<file path="config.mk">
export PLATFORM = sky130hd
export DESIGN_NAME = str_fifo_flat
export DESIGN_NICKNAME = d
export VERILOG_FILES = /design/src/rtl/str_fifo_if.sv /design/src/rtl/str_fifo.sv /design/src/flat_wrapper.sv
export SDC_FILE = /design/constraint.sdc
export NUM_CORES = 1
export LEC_CHECK = 0
export BUFFER_PORTS_ARGS = -buffer_cell sky130_fd_sc_hd__buf_4
export CAP_MARGIN = 40
export CORE_ASPECT_RATIO = 1.1
export CORE_MARGIN = 2
export CORE_UTILIZATION = 60
export CTS_CLUSTER_SIZE = 8
export DETAILED_ROUTE_END_ITERATION = 10
export PLACE_DENSITY = 0.87
export SKIP_CTS_REPAIR_TIMING = 1
export SLEW_MARGIN = 0
export SYNTH_ARGS = -nofsm -noshare
export SYNTH_HDL_FRONTEND = slang
export SYNTH_SLANG_ARGS = --single-unit
</file>
<file path="constraint.sdc">
create_clock -name clk -period 5.8 [get_ports clk]
set_input_delay 0.29 -clock clk [delete_from_list [all_inputs] [get_ports clk]]
set_output_delay 0.29 -clock clk [all_outputs]
set_load 0.02 [all_outputs]
</file>
<file path="src/rtl/str_fifo_if.sv">
// Handshake bundle for the stream FIFO: write side (up_*) and read side (dn_*).
// The master drives words in and the read-side ready. The slave is the FIFO itself.
interface str_fifo_if #(
  parameter int DATA_WIDTH = 24
);
  logic [DATA_WIDTH-1:0] up_data;
  logic                  up_last;
  logic                  up_val;
  logic                  up_rdy;
  logic [DATA_WIDTH-1:0] dn_data;
  logic                  dn_last;
  logic                  dn_val;
  logic                  dn_rdy;

  modport master (
    output up_data, up_last, up_val, dn_rdy,
    input  up_rdy, dn_data, dn_last, dn_val
  );

  modport slave (
    input  up_data, up_last, up_val, dn_rdy,
    output up_rdy, dn_data, dn_last, dn_val
  );
endinterface

</file>
<file path="src/rtl/str_fifo.sv">
// First-word-fall-through stream FIFO carrying {last, data} per entry.
// Tracks word occupancy and the count of stored end-of-packet words.
module str_fifo #(
  parameter int DATA_WIDTH = 24,
  parameter int DEPTH_LOG2 = 4
) (
  input  logic                clk,
  input  logic                rst,
  str_fifo_if.slave           bus,
  output logic [DEPTH_LOG2:0] level,
  output logic [DEPTH_LOG2:0] pkt_cnt
);
  localparam int                  DEPTH   = 2 ** DEPTH_LOG2;
  localparam logic [DEPTH_LOG2:0] CNT_ONE = 1;

  logic [DATA_WIDTH:0]   mem [DEPTH];
  logic [DEPTH_LOG2:0]   wr_ptr;
  logic [DEPTH_LOG2:0]   rd_ptr;
  logic [DATA_WIDTH:0]   head;
  logic                  full;
  logic                  empty;
  logic                  push;
  logic                  pop;
  logic                  push_last;
  logic                  pop_last;

  // The extra pointer MSB tells full apart from empty when the indices match.
  assign empty = (wr_ptr == rd_ptr);
  assign full  = (wr_ptr[DEPTH_LOG2-1:0] == rd_ptr[DEPTH_LOG2-1:0]) &&
                 (wr_ptr[DEPTH_LOG2] != rd_ptr[DEPTH_LOG2]);

  assign head        = mem[rd_ptr[DEPTH_LOG2-1:0]];
  assign bus.up_rdy  = !full && !rst;
  assign bus.dn_val  = !empty;
  assign bus.dn_data = empty ? '0 : head[DATA_WIDTH-1:0];
  assign bus.dn_last = empty ? 1'b0 : head[DATA_WIDTH];

  assign push      = bus.up_val && bus.up_rdy;
  assign pop       = bus.dn_val && bus.dn_rdy;
  assign push_last = push && bus.up_last;
  assign pop_last  = pop && bus.dn_last;

  always_ff @(posedge clk) begin
    if (push) begin
      mem[wr_ptr[DEPTH_LOG2-1:0]] <= {bus.up_last, bus.up_data};
    end
  end

  always_ff @(posedge clk or posedge rst) begin
    if (rst) begin
      wr_ptr  <= '0;
      rd_ptr  <= '0;
      level   <= '0;
      pkt_cnt <= '0;
    end else begin
      if (push) begin
        wr_ptr <= wr_ptr + CNT_ONE;
      end
      if (pop) begin
        rd_ptr <= rd_ptr + CNT_ONE;
      end
      if (push && !pop) begin
        level <= level + CNT_ONE;
      end else if (pop && !push) begin
        level <= level - CNT_ONE;
      end
      if (push_last && !pop_last) begin
        pkt_cnt <= pkt_cnt + CNT_ONE;
      end else if (pop_last && !push_last) begin
        pkt_cnt <= pkt_cnt - CNT_ONE;
      end
    end
  end
endmodule

</file>
<file path="src/flat_wrapper.sv">
// flat-port wrapper written by rule: the top's interface ports become plain ports
module str_fifo_flat 
#(
  parameter int DATA_WIDTH = 24,
  parameter int DEPTH_LOG2 = 4
)
  (clk, rst, level, pkt_cnt, bus_up_data, bus_up_last, bus_up_val, bus_dn_rdy, bus_up_rdy, bus_dn_data, bus_dn_last, bus_dn_val);
  str_fifo_if #(.DATA_WIDTH(DATA_WIDTH)) bus_i ();
  input  logic clk;
  input  logic rst;
  output logic [DEPTH_LOG2:0] level;
  output logic [DEPTH_LOG2:0] pkt_cnt;
  input wire logic [$bits(bus_i.up_data)-1:0] bus_up_data;
  input wire logic [$bits(bus_i.up_last)-1:0] bus_up_last;
  input wire logic [$bits(bus_i.up_val)-1:0] bus_up_val;
  input wire logic [$bits(bus_i.dn_rdy)-1:0] bus_dn_rdy;
  output wire logic [$bits(bus_i.up_rdy)-1:0] bus_up_rdy;
  output wire logic [$bits(bus_i.dn_data)-1:0] bus_dn_data;
  output wire logic [$bits(bus_i.dn_last)-1:0] bus_dn_last;
  output wire logic [$bits(bus_i.dn_val)-1:0] bus_dn_val;
  assign bus_i.up_data = bus_up_data;
  assign bus_i.up_last = bus_up_last;
  assign bus_i.up_val = bus_up_val;
  assign bus_i.dn_rdy = bus_dn_rdy;
  assign bus_up_rdy = bus_i.up_rdy;
  assign bus_dn_data = bus_i.dn_data;
  assign bus_dn_last = bus_i.dn_last;
  assign bus_dn_val = bus_i.dn_val;
  str_fifo #(.DATA_WIDTH(DATA_WIDTH), .DEPTH_LOG2(DEPTH_LOG2)) u_core (.clk(clk), .rst(rst), .bus(bus_i), .level(level), .pkt_cnt(pkt_cnt));
endmodule
</file>
# Word level (Yosys, flattened, before mapping)
# Memories as Yosys holds them, arrays and structs flattened.
# Cells that the tools add are included.
[word_totals]
regBits = 20
latchBits = 0
ram_bits = 400
romBits = 0
input_bits = 29
output_inout_bits = 37
mem_count = 1
[memory_table]
columns = ["name", "depth", "word_bits", "read_ports", "rd_clocked_by_memory_dff", "wr", "line_no", "source"]
rows = [
  ["u_core.mem", 16, 25, 1, 0, 1, "str_fifo.sv:16", "logic [DATA_WIDTH:0] mem [DEPTH];"],
]
[op_classes]
addsub = 6
multipliers = 0
div_mod_pow = 0
order_cmp = 0
eq_ne = 3
shift = 0
muxes = 8
n_bitwise = 0
reduce_logical = 19
[ops]
columns = ["op", "n"]
rows = [
  ["2-to-1 mux 24 bit", 1],
  ["adder 5 x 1 -> 5 bit (second input constant)", 4],
  ["2-to-1 mux 5 bit", 4],
  ["logical AND 1 bit", 10],
  ["subtractor 5 x 1 -> 5 bit (second input constant)", 2],
  ["logical NOT 1 bit", 7],
  ["== test 5 bit", 1],
  ["== test 4 bit", 1],
  ["nonzero test 2 bit", 2],
  ["2-to-1 mux 1 bit", 3],
  ["!= test 1 bit", 1],
]

# Depth between registers and ports, before layout
# Gate-level depths: netlist (run 1).
[depth]
word_depth = 10
depth_mapped = 14
ltp_nobuf = 12

# Worst setup path before layout (run 1)
# OpenSTA, ideal clock, no wires.
[synth_timing]
path_kind = "register -> register"
start = "reg u_core.rd_ptr[2]"
end = "mem u_core.mem[2][0] (netlist bit) (enable)"
setup_ns = 0.479
arrival_ns = 3.792
required_time_ns = 5.321
slack_ns = 1.529
path_stages_with_launch = 7
path_buffers = 2
synth_period_minus_slack_ns = 4.271
path_cell_list = "dfrtp_1 -> buf_2 -> xnor2_1 -> nand4_1 -> o21ai_1 -> clkbuf_1 -> nor4b_1"
[synth_via]
elab_chain_len = 7
[synth_lines]
columns = ["item", "line_no", "source"]
rows = [
  ["from (decl)", "str_fifo.sv:18", "logic [DEPTH_LOG2:0] rd_ptr;"],
  ["from (signal assigned)", "str_fifo.sv:60", "rd_ptr <= rd_ptr + CNT_ONE;"],
  ["== test 4 bit", "str_fifo.sv:29", "assign full = (wr_ptr[DEPTH_LOG2-1:0] == rd_ptr[DEPTH_LOG2-1:0]) &&"],
  ["logical AND 1 bit", "str_fifo.sv:29", ""],
  ["logical NOT 1 bit", "str_fifo.sv:33", "assign bus.up_rdy = !full && !rst;"],
  ["logical AND 1 bit", "str_fifo.sv:33", ""],
  ["logical AND 1 bit", "str_fifo.sv:38", "assign push = bus.up_val && bus.up_rdy;"],
  ["2-to-1 mux 1 bit", "str_fifo.sv:44", "if (push) begin"],
  ["2-to-1 mux 1 bit (not written as such)", "str_fifo.sv:45", "mem[wr_ptr[DEPTH_LOG2-1:0]] <= {bus.up_last, bus.up_data};"],
  ["to (decl)", "str_fifo.sv:16", ""],
]
# Every way passes these cells.

# Final worst setup path (run 1)
[layout_timing]
start = "reg u_core.rd_ptr[0]"
end = "out bus_dn_data[16]"
[layout_via]
elab_chain_len = 2
word_cells_on_any_way = 3
classes_between = "1 x eq/ne; 1 x mux; 1 x memory"
[layout_lines]
columns = ["item", "line_no", "source"]
rows = [
  ["memory (16 x 25 bit) / == test 5 bit (equally long branches)", "-", ""],
  ["2-to-1 mux 24 bit *", "str_fifo.sv:35", "assign bus.dn_data = empty ? '0 : head[DATA_WIDTH-1:0];"],
  ["to (decl)", "flat_wrapper.sv:18", "output wire logic [$bits(bus_i.dn_data)-1:0] bus_dn_data;"],
]
# Every way passes the cells marked *; elsewhere a longest branch is shown, timed or not.

==> impl_metrics.tcl, run 1 <==
set metrics [dict create \
    ys_ff_latch 420 \
    p_sw_mw 3.14 \
    synth-edff-count 400 \
    cp-startpoint "u_core.rd_ptr[0]" \
    dr.pass1.iters 7 \
    met3_length_um 3780 \
    synth_warnings 0 \
    die_h_um 177 \
    final_util 0.707 \
    drt_iter0_drc 1046 \
    finClkSkew_ps 20.5 \
    wirelength_met1_um 14400 \
    power_frac_comb 0.311 \
    ff2ff_setup_slack_ps 2190 \
    seqPwrFrac 0.389 \
    io_buffers 65 \
    fin_crit_sh 0.668 \
    clk_pin_slew_ps 50 \
    postSynthCellCount 761 \
    antenna_left 0 \
    preCtsSetupSlack_ps 2200 \
    fin_nets 915 \
    swShare 0.317 \
    finalMaxSlewViolations 0 \
    fin_crit_ps 3880 \
    io_pins 66 \
    rsz0062_at_grt "false" \
    crit_slowest_cell "dfrtp_4" \
    path_max_fanout 38 \
    final_cells 1237 \
    grt_pass1_vias 8789 \
    antenna_found_initial 0 \
    hold_viol 0 \
    grt_usage 0.285 \
    vias_per_cell 6.93 \
    path_buf_inv 3 \
    synthToLayoutAreaGrowth_pct 16.3 \
    async_reset_ff_frac 0.0476 \
    fillers 1539 \
    cp-end-kind "output pin" \
    critPathKind "reg2out" \
    clock_latency_ps 570 \
    clk_path_buf_depth 3 \
    coreArea_mm2 0.0270 \
    r2r_end "u_core.pkt_cnt[4]" \
    cp.required_ps 5510 \
    dp_hpwl_um 19600 \
    clock-root-buffer "clkbuf_16" \
    cp_cell_sequence "buf_4, buf_4, mux4_2, a22oi_1, a21oi_1, buf_4" \
    cp-start-kind "register" \
    vdd_drop_max_v 0.000378 \
    routed-via-count 8572 \
    maxUsedRoutingLayer "met4" \
    drcViolationCount 0 \
    gp_congestion 0.737 \
    tns_ps 0 \
    clock_sinks 420 \
    finalWirelength_um 39500 \
    internal_power_mw 6.77 \
    arrival_ps 3590 \
    maxCapViolations 0 \
    p_clk_frac 0.300 \
    p_leak_nw 6.26 \
    power_density_mw_per_mm2 520 \
    min_path_type "in2reg" \
    cts_htree_levels 2 \
    dp.cells 1167 \
    die_area_mm2 0.0287 \
    r2r_cells 13 \
    synth.distinct_cells 35 \
    register_area_mm2 0.0125 \
    tightest_slew_ps 901 \
    synth-main-ff-cell "edfxtp_1" \
    syn_area_per_cell_um2 21.5 \
    syn_area_mm2 0.0164 \
    cpLargestDelayFamily "buffers and inverters" \
    grt_pass1_wl_um 58100 \
    reg2reg_from "u_core.rd_ptr[0]" \
    diodes 0 \
    die_w_um 162 \
    cp.depth 6 \
    setup_viol 0 \
    cpMostUsedCell "buf_4" \
    dr_wl_met2_um 19800 \
    timing.final.ws_setup_ps 1920 \
    grt-ovfl-total 0 \
    crit_end "bus_dn_data[16]" \
    syn_nets 805 \
    slew_headroom 0.399 \
    status "finished clean" \
    multiInputGateArea_mm2 0.00370 \
    grt_max_degree 47 \
    max_freq_ghz 0.258 \
    start_util 0.608 \
    drive_gt1_frac 0.319 \
    finalPower_mw 9.91 \
    rows 63 \
    cts_tree "built" \
    wl_per_cell_um 31.9 \
    cts_buffers 58 \
    yosysSeqAreaShare 0.763 \
    max_stage_delay_ps 920 \
]
[registers in the layout, indices dropped and copies added, names as in the netlist]
name            cells
u_core.mem        400
u_core.wr_ptr       5
u_core.pkt_cnt      5
u_core.level        5
u_core.rd_ptr       5
[routing by layer]
metal	track usage	up-vias
met4	0.118	0
li1	-	3381
met5	0	-
met3	0.0556	123
met2	0.464	638
met1	0.387	4430
[final cells by class]
cell class | instances | area share
repair buffers | 95 | 0.0432
well taps | 357 | 0.0234
clock buffers | 66 | 0.0777
flip-flops and latches | 420 | 0.657
multi-input cells | 288 | 0.194
inverters | 8 | 0.00157
clock inverters | 3 | 0.00361
[cells by family after synthesis]
family | after synthesis | share of synthesized area
flip-flops | 420 | 0.763
multiplexers | 108 | 0.142
AO/OA/AOI/OAI | 95 | 0.0376
buffers and inverters | 53 | 0.0168
AND/OR/NAND/NOR | 48 | 0.0166
XOR/XNOR | 22 | 0.0118
adder cells (fa/ha/maj) | 15 | 0.0124
[stage by stage]
stage	hold slack [ps]	instance area (um^2)
2_1_floorplan	262	16400
4_1_cts	-79.4	19100
5_1_grt	12.6	19100
6_report	13.9	19100
3_5_place_dp	473	17500
3_3_place_gp	466	17300
[worst reg2reg max path: stages (launching register included)]
cell     delay (ps)
dfrtp_4         920
xnor2_1         230
nand4_1         200
o21ai_1         220
buf_4           290
inv_2           150
and2_1          190
ha_1            180
inv_1           150
ha_1            290
a21o_1          190
a21oi_1         160
mux2i_1         230
xnor2_1         140
[synthesized netlist by cell type, types with 6 or more instances]
cell | number | area share
nand2_1 | 9 | 0.0021
mux4_2 | 99 | 0.14
inv_1 | 7 | 0.0016
ha_1 | 13 | 0.0099
buf_2 | 13 | 0.0040
xnor2_1 | 15 | 0.0080
edfxtp_1 | 400 | 0.73
buf_4 | 6 | 0.0027
dfrtp_1 | 20 | 0.031
nand3_1 | 7 | 0.0021
clkbuf_1 | 21 | 0.0048
xor2_1 | 7 | 0.0037
nor2_1 | 10 | 0.0023
a22oi_1 | 48 | 0.022
a21oi_1 | 33 | 0.010
[placed cells by master (no fill, tap or decap), types with 5 or more instances in the layout]
cell type and n:
xor2_1 7, mux2_2 5, nand3_1 7, ha_1 13
a22oi_1 48, a21oi_1 32, inv_1 7, edfxtp_1 400
xnor2_1 15, buf_4 87, clkbuf_1 8, nand2_1 9
dfrtp_1 18, mux4_2 99, clkbuf_16 58
[worst min path at each step]
stage / cells past startpoint / startpoint / slack, ps / to
floorplan: 1 / rst / 260 / u_core.level[0]
global placement: 1 / u_core.level[4] / 470 / u_core.level[4]
detailed placement: 1 / u_core.level[4] / 470 / u_core.level[4]
CTS: 2 / rst / -80 / u_core.pkt_cnt[2]
global route: 1 / bus_up_data[17] / 10 / u_core.mem[2][17]
finish: 1 / bus_up_data[16] / 10 / u_core.mem[1][16]
[power by group through the flow]
stage / registers (mW) / logic (mW) / clock network (mW)
after global routing: 3.88 / 3.25 / 3.10
after global placement: 3.87 / 2.89 / 0
final: 3.86 / 3.08 / 2.98
after CTS: 3.85 / 3.09 / 2.98
after detailed placement: 3.90 / 3.00 / 0
after floorplan: 3.73 / 2.14 / 0
Power figures use the tool's default switching activity.
==> inputs of run 2 (changes only) <==
--- a/config.mk
+++ b/config.mk
@@ -5,6 +5,7 @@
 export SDC_FILE = /design/constraint.sdc
 export NUM_CORES = 1
 export LEC_CHECK = 0
+export ABC_AREA = 1
 export BUFFER_PORTS_ARGS = -buffer_cell sky130_fd_sc_hd__buf_4
 export CAP_MARGIN = 40
 export CORE_ASPECT_RATIO = 1.1
==> constraint.sdc (replaced) <==
create_clock -name clk -period 3.6 [get_ports clk]
set_input_delay 0.18 -clock clk [delete_from_list [all_inputs] [get_ports clk]]
set_output_delay 0.18 -clock clk [all_outputs]
set_load 0.02 [all_outputs]
==> run 2 against run 1 <==
Compared with the run above:
- via count up 65%
- critical path depth up 3
- worst setup slack worse by 1800 ps
- final area up 14%
- power increased by 76%
- sequential power increased by 53%
- register-to-register slack worse by 1500 ps
- clock skew is 1.2 ps lower
- synthesized cell count rose by 140%
- worst hold slack improved by 240 ps
- die area rose by 13%
- critical path type unchanged
- critical endpoint is now bus_dn_data[12]
- highest routed layer unchanged
==> impl_metrics.tcl, run 2 <==
set metrics [dict create \
    status "finished clean" \
    synth-main-ff-cell "edfxtp_1" \
    r2r_end "u_core.pkt_cnt[4]" \
    dr.pass1.iters 8 \
    cp-startpoint "u_core.rd_ptr[1]" \
    yosysTopAreaCell "edfxtp_1" \
    grt-ovfl-total 0 \
    drive_gt1_frac 0.0961 \
    io_buffers 65 \
    fin_crit_sh 0.964 \
    clock_sinks 420 \
    synthToLayoutAreaGrowth_pct 16.5 \
    fillers 1783 \
    layout_common_cells "nand2_1, edfxtp_1, inv_1, nand3_1, buf_4" \
    synth_most_common_cell "nand2_1" \
    postSynthCellCount 1859 \
    ff2ff_setup_slack_ps 640 \
    p_sw_mw 6.68 \
    reg2reg_from "u_core.rd_ptr[1]" \
    grt_usage 0.300 \
    dp_hpwl_um 25800 \
    cts_htree_levels 2 \
    routed-via-count 14124 \
    setup_viol 0 \
    ys_ff_latch 420 \
    swShare 0.384 \
    final_util 0.710 \
    cts_buffers 58 \
    detailed_place.area_mm2 0.0197 \
    synth-edff-count 400 \
    clk_pin_slew_ps 50 \
    critPathKind "reg2out" \
    internal_power_mw 10.7 \
    synth.distinct_cells 25 \
    rows 67 \
    p_leak_nw 9.45 \
    ys_top_cells_by_count "nand2_1, edfxtp_1, inv_1, nand3_1, buf_2" \
    cp-end-kind "output pin" \
    tns_ps 0 \
    cp-start-kind "register" \
    fin_nets 2006 \
    gp_congestion 0.874 \
    p_clk_frac 0.287 \
    vias_per_cell 5.88 \
    arrival_ps 3290 \
    finalMaxSlewViolations 0 \
    r2r_cells 17 \
    vdd_drop_max_v 0.000617 \
    start_util 0.609 \
    syn_area_mm2 0.0186 \
    antenna_left 0 \
    crit_end "bus_dn_data[12]" \
    cts_tree "built" \
    slew_headroom 0.447 \
    power_density_mw_per_mm2 804 \
    wl_per_cell_um 20.4 \
    clock_latency_ps 580 \
    min_path_type "in2async" \
    largest_reg_flops 400 \
    multiInputGateArea_mm2 0.00464 \
    synth_warnings 0 \
    maxCapViolations 0 \
    grt_pass1_vias 13951 \
    grt_pass1_wl_um 73900 \
    synth_top_area_share 0.646 \
    max_freq_ghz 0.288 \
    clock-root-buffer "clkbuf_16" \
    path_max_fanout 64 \
    hold_viol 0 \
    finalWirelength_um 49100 \
    drcViolationCount 0 \
    finClkSkew_ps 19.3 \
    synthTopCellsByArea "edfxtp_1, nand2_1, inv_1, nand3_1, dfrtp_1" \
    io_pins 66 \
    seqPwrFrac 0.339 \
    rsz0062_at_grt "false" \
    clk_path_buf_depth 3 \
    async_reset_ff_frac 0.0476 \
    grt_max_degree 113 \
    drt_iter0_drc 2217 \
    syn_area_per_cell_um2 10.0 \
    register_area_mm2 0.0125 \
    fin_crit_ps 3470 \
    die_area_mm2 0.0324 \
    antenna_found_initial 1 \
    power_frac_comb 0.374 \
    final_cell_area_mm2 0.0217 \
    cp.required_ps 3420 \
    tightest_slew_ps 830 \
    die_h_um 189 \
    layout_commonest_cell "nand2_1" \
    die_w_um 172 \
    finalPower_mw 17.4 \
    syn_nets 1903 \
    coreArea_mm2 0.0305 \
    yosysSeqAreaShare 0.673 \
]
## run 2: cell count changes in the layout (fill, tap and decap cells not counted), sizes merged, moves of 10 or more
cell and change:
nor2 +15, nand3 +202, mux4 -99, xnor2 -10, a22oi -48, dlygate4sd3 +27, clkbuf +18, inv +286
nand2 +749
## run 2: kinds of logic after synthesis
logic type / count (synthesis) / share of synthesized area
buf+inv: 381 / 0.0822
simple gates: 997 / 0.218
flops: 420 / 0.673
fa+ha+maj: 15 / 0.0109
xor+xnor: 16 / 0.00754
compound gates: 30 / 0.00808
## run 2: worst min-delay path by stage
stage / to / cells past startpoint
6_report: u_core.wr_ptr[3] / 4
2_1_floorplan: u_core.level[0] / 1
4_1_cts: u_core.wr_ptr[3] / 3
3_5_place_dp: u_core.pkt_cnt[0] / 3
3_3_place_gp: u_core.pkt_cnt[4] / 3
5_1_grt: u_core.wr_ptr[3] / 4
## run 2: power groups by stage
stage / Clock, mW / Sequential (mW) / Combinational [mW]
floorplan: 0 / 5.95 / 4.08
global placement: 0 / 5.96 / 5.89
detailed placement: 0 / 5.97 / 6.14
CTS: 4.98 / 5.89 / 6.30
global route: 5.18 / 5.92 / 6.99
finish: 5.00 / 5.90 / 6.51
## run 2: area by class of cell
class,count,area share
Sequential cell,420,0.578
Multi-Input combinational cell,1058,0.214
Clock buffer,84,0.0745
Timing Repair Buffer,126,0.0559
Inverter,298,0.0519
Tap cell,414,0.0239
Clock inverter,1,0.00139
Antenna cell,1,0.000116
## run 2: per-layer routing
metal	vias to the layer above	part of all wire	track usage	routed length, um
met1	6581	0.33	0.369	16400
met2	1173	0.48	0.486	23800
li1	6112	-	-	-
met3	258	0.12	0.0670	5910
met5	-	0	0	0
met4	0	0.061	0.179	3000
## run 2: worst max-delay path, stage by stage (launching register included)
cell,delay (ps)
dfrtp_4,600
buf_4,370
buf_4,710
nand3_1,180
nand2_1,100
nand2_1,60
nand2_1,130
inv_1,60
a21oi_1,280
buf_4,210
## run 2: stage by stage
stage / hold slack, ps / worst slack (ps) / cells
6_report: 254 / 128 / 2402
5_1_grt: 279 / 18.5 / 2402
4_1_cts: -312 / 77.3 / 2373
3_5_place_dp: 288 / 637 / 2288
3_3_place_gp: 284 / 699 / 2278
2_1_floorplan: 102 / 975 / 1859
